**src/rtl/uart_tx.sv**
```systemverilog
// UART transmitter: accepts words over valid/ready and serialises them as
// start bit, LSB-first data, optional parity and one or two stop bits.
module uart_tx #(
  parameter int P_SYSTEM_CLK      = 50_000_000,
  parameter int P_UART_BUADRATE   = 9600,
  parameter int P_UART_DATA_WIDTH = 8,
  parameter int P_UART_STOP_WIDTH = 1,
  parameter int P_UART_CHECK      = 0
) (
  input  logic                         i_clk,
  input  logic                         i_rst,
  input  logic [P_UART_DATA_WIDTH-1:0] i_user_tx_data,
  input  logic                         i_user_tx_valid,
  output logic                         o_user_tx_ready,
  output logic                         o_uart_tx
);

  localparam int P_DIV   = P_SYSTEM_CLK / P_UART_BUADRATE;
  localparam int P_DIV_W = (P_DIV > 1) ? $clog2(P_DIV) : 1;
  localparam int P_BIT_W = 4;
  // Unknown parity codes fall back to no parity.
  localparam int P_MODE  = (P_UART_CHECK == 1 || P_UART_CHECK == 2) ? P_UART_CHECK : 0;

  typedef enum logic [2:0] {
    S_IDLE,
    S_START,
    S_DATA,
    S_PARITY,
    S_STOP
  } t_state;

  t_state                         r_state, w_state_next;
  logic   [P_DIV_W-1:0]           r_div, w_div_next;
  logic   [P_BIT_W-1:0]           r_bit, w_bit_next;
  logic   [P_UART_DATA_WIDTH-1:0] r_shift, w_shift_next;
  logic                           r_parity, w_parity_next;
  logic                           r_tx, w_tx_next;
  logic                           r_ready, w_ready_next;
  logic                           w_wrap;

  assign w_wrap          = (r_div == P_DIV_W'(P_DIV - 1));
  assign o_uart_tx       = r_tx;
  assign o_user_tx_ready = r_ready;

  always_ff @(posedge i_clk or posedge i_rst) begin
    if (i_rst) begin
      r_state  <= S_IDLE;
      r_div    <= '0;
      r_bit    <= '0;
      r_shift  <= '0;
      r_parity <= 1'b0;
      r_tx     <= 1'b1;
      r_ready  <= 1'b1;
    end else begin
      r_state  <= w_state_next;
      r_div    <= w_div_next;
      r_bit    <= w_bit_next;
      r_shift  <= w_shift_next;
      r_parity <= w_parity_next;
      r_tx     <= w_tx_next;
      r_ready  <= w_ready_next;
    end
  end

  always_comb begin
    w_state_next  = r_state;
    w_div_next    = r_div;
    w_bit_next    = r_bit;
    w_shift_next  = r_shift;
    w_parity_next = r_parity;
    if (r_state != S_IDLE) begin
      w_div_next = w_wrap ? '0 : r_div + P_DIV_W'(1);
    end
    case (r_state)
      S_IDLE: begin
        if (i_user_tx_valid) begin
          w_state_next  = S_START;
          w_div_next    = '0;
          w_bit_next    = '0;
          w_shift_next  = i_user_tx_data;
          // Odd parity inverts the data XOR so the total count of ones is odd.
          w_parity_next = (^i_user_tx_data) ^ (P_MODE == 1);
        end
      end
      S_START: begin
        if (w_wrap) begin
          w_state_next = S_DATA;
          w_bit_next   = '0;
        end
      end
      S_DATA: begin
        if (w_wrap) begin
          if (r_bit == P_BIT_W'(P_UART_DATA_WIDTH - 1)) begin
            w_state_next = (P_MODE != 0) ? S_PARITY : S_STOP;
            w_bit_next   = '0;
          end else begin
            w_bit_next   = r_bit + P_BIT_W'(1);
            w_shift_next = r_shift >> 1;
          end
        end
      end
      S_PARITY: begin
        if (w_wrap) begin
          w_state_next = S_STOP;
          w_bit_next   = '0;
        end
      end
      S_STOP: begin
        if (w_wrap) begin
          if (r_bit == P_BIT_W'(P_UART_STOP_WIDTH - 1)) begin
            w_state_next = S_IDLE;
            w_bit_next   = '0;
          end else begin
            w_bit_next = r_bit + P_BIT_W'(1);
          end
        end
      end
      default: w_state_next = S_IDLE;
    endcase
  end

  // Outputs are decoded from the next state so the line and ready are registered.
  always_comb begin
    w_tx_next    = 1'b1;
    w_ready_next = 1'b0;
    case (w_state_next)
      S_IDLE:   w_ready_next = 1'b1;
      S_START:  w_tx_next    = 1'b0;
      S_DATA:   w_tx_next    = w_shift_next[0];
      S_PARITY: w_tx_next    = w_parity_next;
      default:  w_tx_next    = 1'b1;
    endcase
  end

endmodule

```
**config.mk**
```make
export PLATFORM = sky130hd
export DESIGN_NAME = uart_tx
export DESIGN_NICKNAME = d
export VERILOG_FILES = /design/src/rtl/uart_tx.sv
export SDC_FILE = /design/constraint.sdc
export NUM_CORES = 1
export LEC_CHECK = 0
export ABC_AREA = 1
export BUFFER_PORTS_ARGS = -buffer_cell sky130_fd_sc_hd__clkbuf_2
export CELL_PAD_IN_SITES_DETAIL_PLACEMENT = 0
export CELL_PAD_IN_SITES_GLOBAL_PLACEMENT = 2
export CORE_MARGIN = 2
export CORE_UTILIZATION = 30
export DETAILED_ROUTE_END_ITERATION = 16
export GPL_ROUTABILITY_DRIVEN = 0
export PLACE_DENSITY_LB_ADDON = 0.1
export SYNTH_ARGS = -nofsm -noshare
export SYNTH_HDL_FRONTEND = slang
export SYNTH_SLANG_ARGS = --single-unit
```
**constraint.sdc**
```tcl
create_clock -name i_clk -period 2.15 [get_ports i_clk]
set_input_delay 0.645 -clock i_clk [delete_from_list [all_inputs] [get_ports i_clk]]
set_output_delay 0.645 -clock i_clk [all_outputs]
set_load 0.03 [all_outputs]
```
==> results of run 1 <==
==> state kept, by name, indices dropped and copies added, names as in the netlist <==
signal	count
r_shift	8
o_uart_tx	1
r_state	3
r_parity	1
o_user_tx_ready	1
r_bit	4
r_div	13
==> cell usage in the layout, fill, tap and decap left out <==
cell type and n:
o21ai_1 2, inv_4 1, a22o_1 1, o211ai_1 2, a21oi_1 2, o22ai_1 6, inv_1 35, nor3_1 5
inv_2 7, nand3_1 22, clkbuf_8 5, buf_4 2, nor3_2 1, a21boi_1 1, ha_1 3, nor2_2 3
or2_1 1, nor2_4 1, o21ai_0 9, a21oi_4 1, nand2_2 2, dfstp_2 2, nand2_4 4, clkbuf_2 12
nand2_1 105, a21oi_2 1, nor2_1 25, o21ai_2 5, nand4_1 2, xnor2_1 1, dfrtp_1 29, a22oi_1 5
clkbuf_1 2, clkinv_2 1, o31ai_1 1, xor2_1 6
==> path summary, 6_finish.rpt <==
check / startpoint / end / slack, ns / cells past startpoint
worst max-delay path: r_div[0] / r_div[12] / 0.41 / 10
worst min-delay path: i_rst / r_div[0] / 0.42 / 3
worst max register to register: r_div[0] / r_div[12] / 0.41 / 10
worst min register to register: r_shift[5] / r_shift[5] / 0.48 / 2
max in group asynchronous: i_rst / o_uart_tx / 1.39 / 3
min in group i_clk: r_shift[5] / r_shift[5] / 0.48 / 2
==> layer usage <==
metal | vias to the layer above | track usage
li1 | 961 | -
met1 | 829 | 0.226
met2 | 20 | 0.234
met3 | 4 | 0.0314
met4 | 0 | 0.0384
met5 | - | 0
==> through the flow <==
stage	power, mW	utilization	hold slack, ns
global placement	1.31	0.328	0.467
finish	1.73	0.340	0.424
CTS	1.76	0.340	0.434
global route	1.88	0.340	0.456
floorplan	1.16	-	0.449
detailed placement	1.30	0.328	0.473
==> kinds of logic after synthesis <==
kind of cell / after synthesis
buffers and inverters: 46
flip-flops: 31
adder cells (fa/ha/maj): 3
AND/OR/NAND/NOR: 171
AO/OA/AOI/OAI: 36
XOR/XNOR: 7
==> where the power goes <==
part / leakage [nW] / switching (mW) / internal, mW / total [mW]
clock network: 0.0422 / 0.220 / 0.227 / 0.447
registers: 0.395 / 0.114 / 0.714 / 0.829
logic: 0.761 / 0.285 / 0.168 / 0.454
total: 1.20 / 0.619 / 1.11 / 1.73
==> worst min-delay path, cell delays in order <==
cell      delay (ns)
clkbuf_2        0.08
inv_1           0.04
buf_4           0.37
==> layout make-up <==
| cell class | instances | area, um2 |
|---|---|---|
| clock inverter | 1 | 5.00 |
| tap | 80 | 100 |
| inverter | 43 | 164 |
| clock buffer | 7 | 76.3 |
| sequential | 31 | 778 |
| fill | 731 | 4430 |
| multi-input combinational | 217 | 1090 |
| timing repair buffer | 14 | 75.1 |
==> flow_summary.json, run 1 <==
{
  "antenna_found_initial": 0,
  "skew_ns": 0.00704,
  "critPathBufInv": 2,
  "place_hpwl_um": 3890,
  "viasPerCell": 4.62,
  "grt_pass1_vias": 1807,
  "setup_tns_ns": 0,
  "vias": 1814,
  "place_ws_ns": 0.394,
  "place_inst": 385,
  "cts_setup_buffers": 0,
  "end_kind": "flip-flop",
  "hold_viol": 0,
  "setup_viol": 0,
  "portBuffers": 12,
  "dr_wl_met3_um": 150,
  "tightest_slew_ns": 0.497,
  "fmax_mhz": 575,
  "rsz0062_at_grt": "false",
  "avgRoutedWirePerCell_um": 12.9,
  "ys_ff_latch": 31,
  "die-area_um2": 7520,
  "maxCapViolations": 0,
  "synth_warnings": 0,
  "crit_arrival_ns": 1.90,
  "drcViolationCount": 0,
  "postRouteAntennaNets": 0,
  "synth-simple-area-share": 0.360,
  "synthToLayoutAreaGrowth_pct": 11.3,
  "clock-root-buffer": "clkbuf_8",
  "path_clk_slew_ns": 0.07,
  "finalCriticalPeriod_ns": 1.74,
  "leakage_nw": 1.20,
  "tritoncts": "yes",
  "grt_max_degree": 32,
  "drt_iter0_drc": 116,
  "status": "finished clean",
  "met1_length_um": 2650,
  "start_util": 0.305,
  "irDropWorstVdd_mv": 0.279,
  "cts_resized": 0,
  "synth-edff-count": 0,
  "slowest_delay_ns": 0.44,
  "yosysSeqAreaShare": 0.379,
  "synth_compound_area_frac": 0.121,
  "dieWidth_um": 86.7,
  "syn_nets": 308,
  "postPlaceCellArea_um2": 2200,
  "slew-limit-headroom": 0.667,
  "slowest_stage": "dfrtp_1",
  "ys.flop_type": "dfrtp_1",
  "synthMuxAreaShare": 0,
  "crit_chain": "ha_1 > nand2_1 > inv_2 > nand2_2 > nor2_4 > nand2_4 > nand2_2 > inv_2 > o21ai_0 > o22ai_1",
  "ioPinCount": 13,
  "netlist_area_um2": 2050,
  "netlist.area_leader.share": 0.354,
  "cp.required_ns": 2.31,
  "route.met2.wl_um": 2220,
  "fin_ws_ns": 0.411,
  "firstDrtPassIters": 4,
  "maxUsedRoutingLayer": "met4",
  "fin_nets": 326,
  "drive_gt1_frac": 0.153,
  "finalWirelength_um": 5070,
  "critical_path.top_delay_family": "simple AND/OR/NAND/NOR gates",
  "worst_setup_path_start_kind": "flip-flop",
  "synth_top_family_by_area": "simple AND/OR/NAND/NOR gates",
  "synthArstFlopShare": 1.00,
  "synth_xor_area_frac": 0.0299,
  "drv_slew": 0,
  "grt_pass1_wl_um": 9000,
  "die_y_um": 86.7,
  "netlist_top_cells_area": "dfrtp_1 35%, nand2_1 19%, inv_1 6.4%",
  "synth.avg_cell_area_um2": 6.98,
  "synth_cell_types": 34,
  "ctsHoldBuffers": 0,
  "cts_buffer_depth": 2,
  "cts.sinks": 31,
  "worstPathMaxFanout": 6,
  "cts_buffers": 5,
  "htreeDepth": 2,
  "grt_usage": 0.155,
  "finalInstanceArea_um2": 2280,
  "power-per-cell-area_nw_per_um2": 757,
  "instances_no_fill": 393,
  "diodes": 0,
  "path_class": "flip-flop to flip-flop",
  "fin_crit_sh": 0.809,
  "synth_fa_ha_area_frac": 0.0183,
  "post-synth-top-count-cell": "nand2_1",
  "core_um2": 6720,
  "grt_overflow": 0,
  "hp-class": "input port to async pin",
  "syn_inst": 294,
  "clock_latency_ns": 0.28,
  "rows": 30,
  "synth_area_leader_cell": "dfrtp_1",
  "yosys-top-cells-count": "105 x nand2_1, 35 x inv_1, 29 x dfrtp_1"
}
(Power assumes the default switching activity.)
==> inputs of run 2 (changes only) <==
--- a/config.mk
+++ b/config.mk
@@ -5,7 +5,7 @@
 export SDC_FILE = /design/constraint.sdc
 export NUM_CORES = 1
 export LEC_CHECK = 0
-export ABC_AREA = 1
+export ABC_AREA = 0
 export BUFFER_PORTS_ARGS = -buffer_cell sky130_fd_sc_hd__clkbuf_2
 export CELL_PAD_IN_SITES_DETAIL_PLACEMENT = 0
 export CELL_PAD_IN_SITES_GLOBAL_PLACEMENT = 2
==> constraint.sdc (replaced) <==
create_clock -name i_clk -period 1.5 [get_ports i_clk]
set_input_delay 0.45 -clock i_clk [delete_from_list [all_inputs] [get_ports i_clk]]
set_output_delay 0.45 -clock i_clk [all_outputs]
set_load 0.03 [all_outputs]
==> flow_summary.json, run 2 <==
{
  "r2r_slack_ns": -0.33,
  "rows": 27,
  "ys.flop_type": "dfrtp_1",
  "rr_worst_depth": 6,
  "cts_buffers": 5,
  "viasPerCell": 5.20,
  "diodes": 0,
  "synth_xor_area_frac": 0.0409,
  "fin_util": 0.474,
  "start_util": 0.311,
  "maxCapViolations": 0,
  "irDropWorstVdd_mv": 0.383,
  "ctsHoldBuffers": 0,
  "leakage_nw": 1.19,
  "dieWidth_um": 79.6,
  "clock-root-buffer": "clkbuf_8",
  "path_class": "flip-flop to flip-flop",
  "power-per-cell-area_nw_per_um2": 683,
  "vias": 1681,
  "firstDrtPassIters": 4,
  "r2r_end": "r_shift[4]",
  "post-synth-top-count-cell": "dfrtp_1",
  "drive_gt1_frac": 0.462,
  "netlist.area_leader.share": 0.423,
  "drv_slew": 0,
  "synthToLayoutAreaGrowth_pct": 52.3,
  "die_y_um": 79.6,
  "htreeDepth": 2,
  "postPlaceCellArea_um2": 2300,
  "postRouteAntennaNets": 0,
  "finalInstanceArea_um2": 2610,
  "reg_top3": "r_div: 13 flops, r_shift: 8 flops, r_bit: 4 flops",
  "grt_usage": 0.164,
  "clock_latency_ns": 0.28,
  "yosys-top-cells-count": "29 x dfrtp_1, 22 x nand2_1, 18 x o21ai_0",
  "synth_warnings": 0,
  "rsz0062_at_grt": "true",
  "fin_nets": 264,
  "place_ws_ns": -0.410,
  "crit_arrival_ns": 2.00,
  "synth.avg_cell_area_um2": 9.42,
  "synth-edff-count": 0,
  "core_um2": 5510,
  "synth_area_leader_cell": "dfrtp_1",
  "die-area_um2": 6330,
  "tritoncts": "yes",
  "setup_viol": 30,
  "synth_compound_area_frac": 0.194,
  "netlist_area_um2": 1710,
  "hold_viol": 0,
  "hp-class": "input port to async pin",
  "fin_crit_sh": 1.22,
  "cts.sinks": 31,
  "fmax_mhz": 545,
  "grt_pass1_wl_um": 8020,
  "worst_setup_path_start_kind": "flip-flop",
  "rr_startpoint": "r_div[8]",
  "synth_fa_ha_area_frac": 0.0219,
  "instances_no_fill": 323,
  "worstPathMaxFanout": 7,
  "synthArstFlopShare": 1.00,
  "synthMuxAreaShare": 0.00584,
  "finalWirelength_um": 4850,
  "slew-limit-headroom": 0.756,
  "netlist_top_cells_area": "dfrtp_1 42%, o21ai_0 5.3%, nand2_1 4.8%",
  "ioPinCount": 13,
  "violations": "negative setup slack",
  "grt_pass1_vias": 1647,
  "cts_buffer_depth": 2,
  "synth_top_family_by_area": "simple AND/OR/NAND/NOR gates",
  "drcViolationCount": 0,
  "regMostFlops": "r_div",
  "grt_overflow": 0,
  "path_clk_slew_ns": 0.07,
  "syn_nets": 196,
  "synth-simple-area-share": 0.236,
  "largest_register_ffs": 13,
  "place_inst": 312,
  "place_hpwl_um": 3460,
  "ys_ff_latch": 31,
  "skew_ns": 0.00409,
  "fin_ws_ns": -0.333,
  "antenna_found_initial": 0,
  "synth_cell_types": 48,
  "cp.required_ns": 1.66,
  "finalCriticalPeriod_ns": 1.83,
  "final_common_cell": "buf_4",
  "tightest_slew_ns": 0.366,
  "end_kind": "flip-flop",
  "status": "finished, violations left",
  "portBuffers": 12,
  "drt_iter0_drc": 82,
  "grt_max_degree": 32,
  "yosysSeqAreaShare": 0.454,
  "syn_inst": 182,
  "avgRoutedWirePerCell_um": 15.0,
  "final_cell_mix": "47 x buf_4, 29 x dfrtp_1, 18 x nand2_1"
}
[run 2: cell type report]
| type | count | area, um2 |
|---|---|---|
| clock buffers | 6 | 82.6 |
| multi-input cells | 131 | 1070 |
| fillers | 509 | 2900 |
| well taps | 72 | 90.1 |
| clock inverters | 2 | 35.0 |
| inverters | 16 | 60.1 |
| flip-flops and latches | 31 | 778 |
| repair buffers | 65 | 498 |
[run 2: power by group]
| part | switching (mW) | internal (mW) |
|---|---|---|
| clock network | 0.331 | 0.537 |
| logic | 0.0432 | 0.0356 |
| registers | 0 | 0.836 |
[run 2: timing repair]
action | CTS | global route
hold endpoints to repair | 0 | 0
resized for setup | 17 | 31
setup endpoints to repair | 30 | 30
pin swaps | 2 | 7
gates cloned | 0 | 0
setup buffers | 3 | 3
[run 2: layer usage]
metal	global-route usage	wire [um]	vias up
met3	0.0317	103	2
met2	0.269	2440	24
met1	0.219	2280	846
met4	0.0517	19	0
li1	-	-	809
met5	0	0	-
[run 2: kinds of logic (layout without fill, tap and decap cells)]
logic type                 Yosys count  after routing
AOI/OAI and AO/OA                   49             49
xor gates and xnor gates             8              8
adders and majority gates            3              3
buffers and inverters               20             89
DFF                                 31             31
muxes                                1              1
and+or+nand+nor                     70             70
[run 2: worst max path at each step]
stage | from | end | slack [ns] | cells after the start
after global placement | r_div[0] | o_uart_tx | -0.32 | 6
after detailed placement | r_div[11] | r_shift[4] | -0.41 | 5
final | r_div[8] | r_shift[4] | -0.33 | 6
after CTS | r_div[11] | r_shift[4] | -0.34 | 6
after floorplan | r_div[1] | r_bit[2] | -0.27 | 6
after global routing | r_div[8] | r_shift[4] | -0.43 | 6
[run 2: worst max-delay path: stages, from the launching register on]
cell and delay, ns:
dfrtp_1 0.42, nor4b_4 0.33, buf_4 0.17, and3_4 0.24, o22ai_4 0.12, a222oi_1 0.36, inv_1 0.07
[run 2: stage by stage]
| stage | total power, mW | TNS [ns] | hold WS [ns] |
|---|---|---|---|
| floorplan | 0.895 | -3.09 | 0.459 |
| global placement | 0.929 | -5.43 | 0.480 |
| detailed placement | 0.932 | -6.92 | 0.484 |
| CTS | 1.82 | -6.64 | 0.179 |
| global route | 1.86 | -9.18 | 0.177 |
| finish | 1.78 | -6.26 | 0.174 |
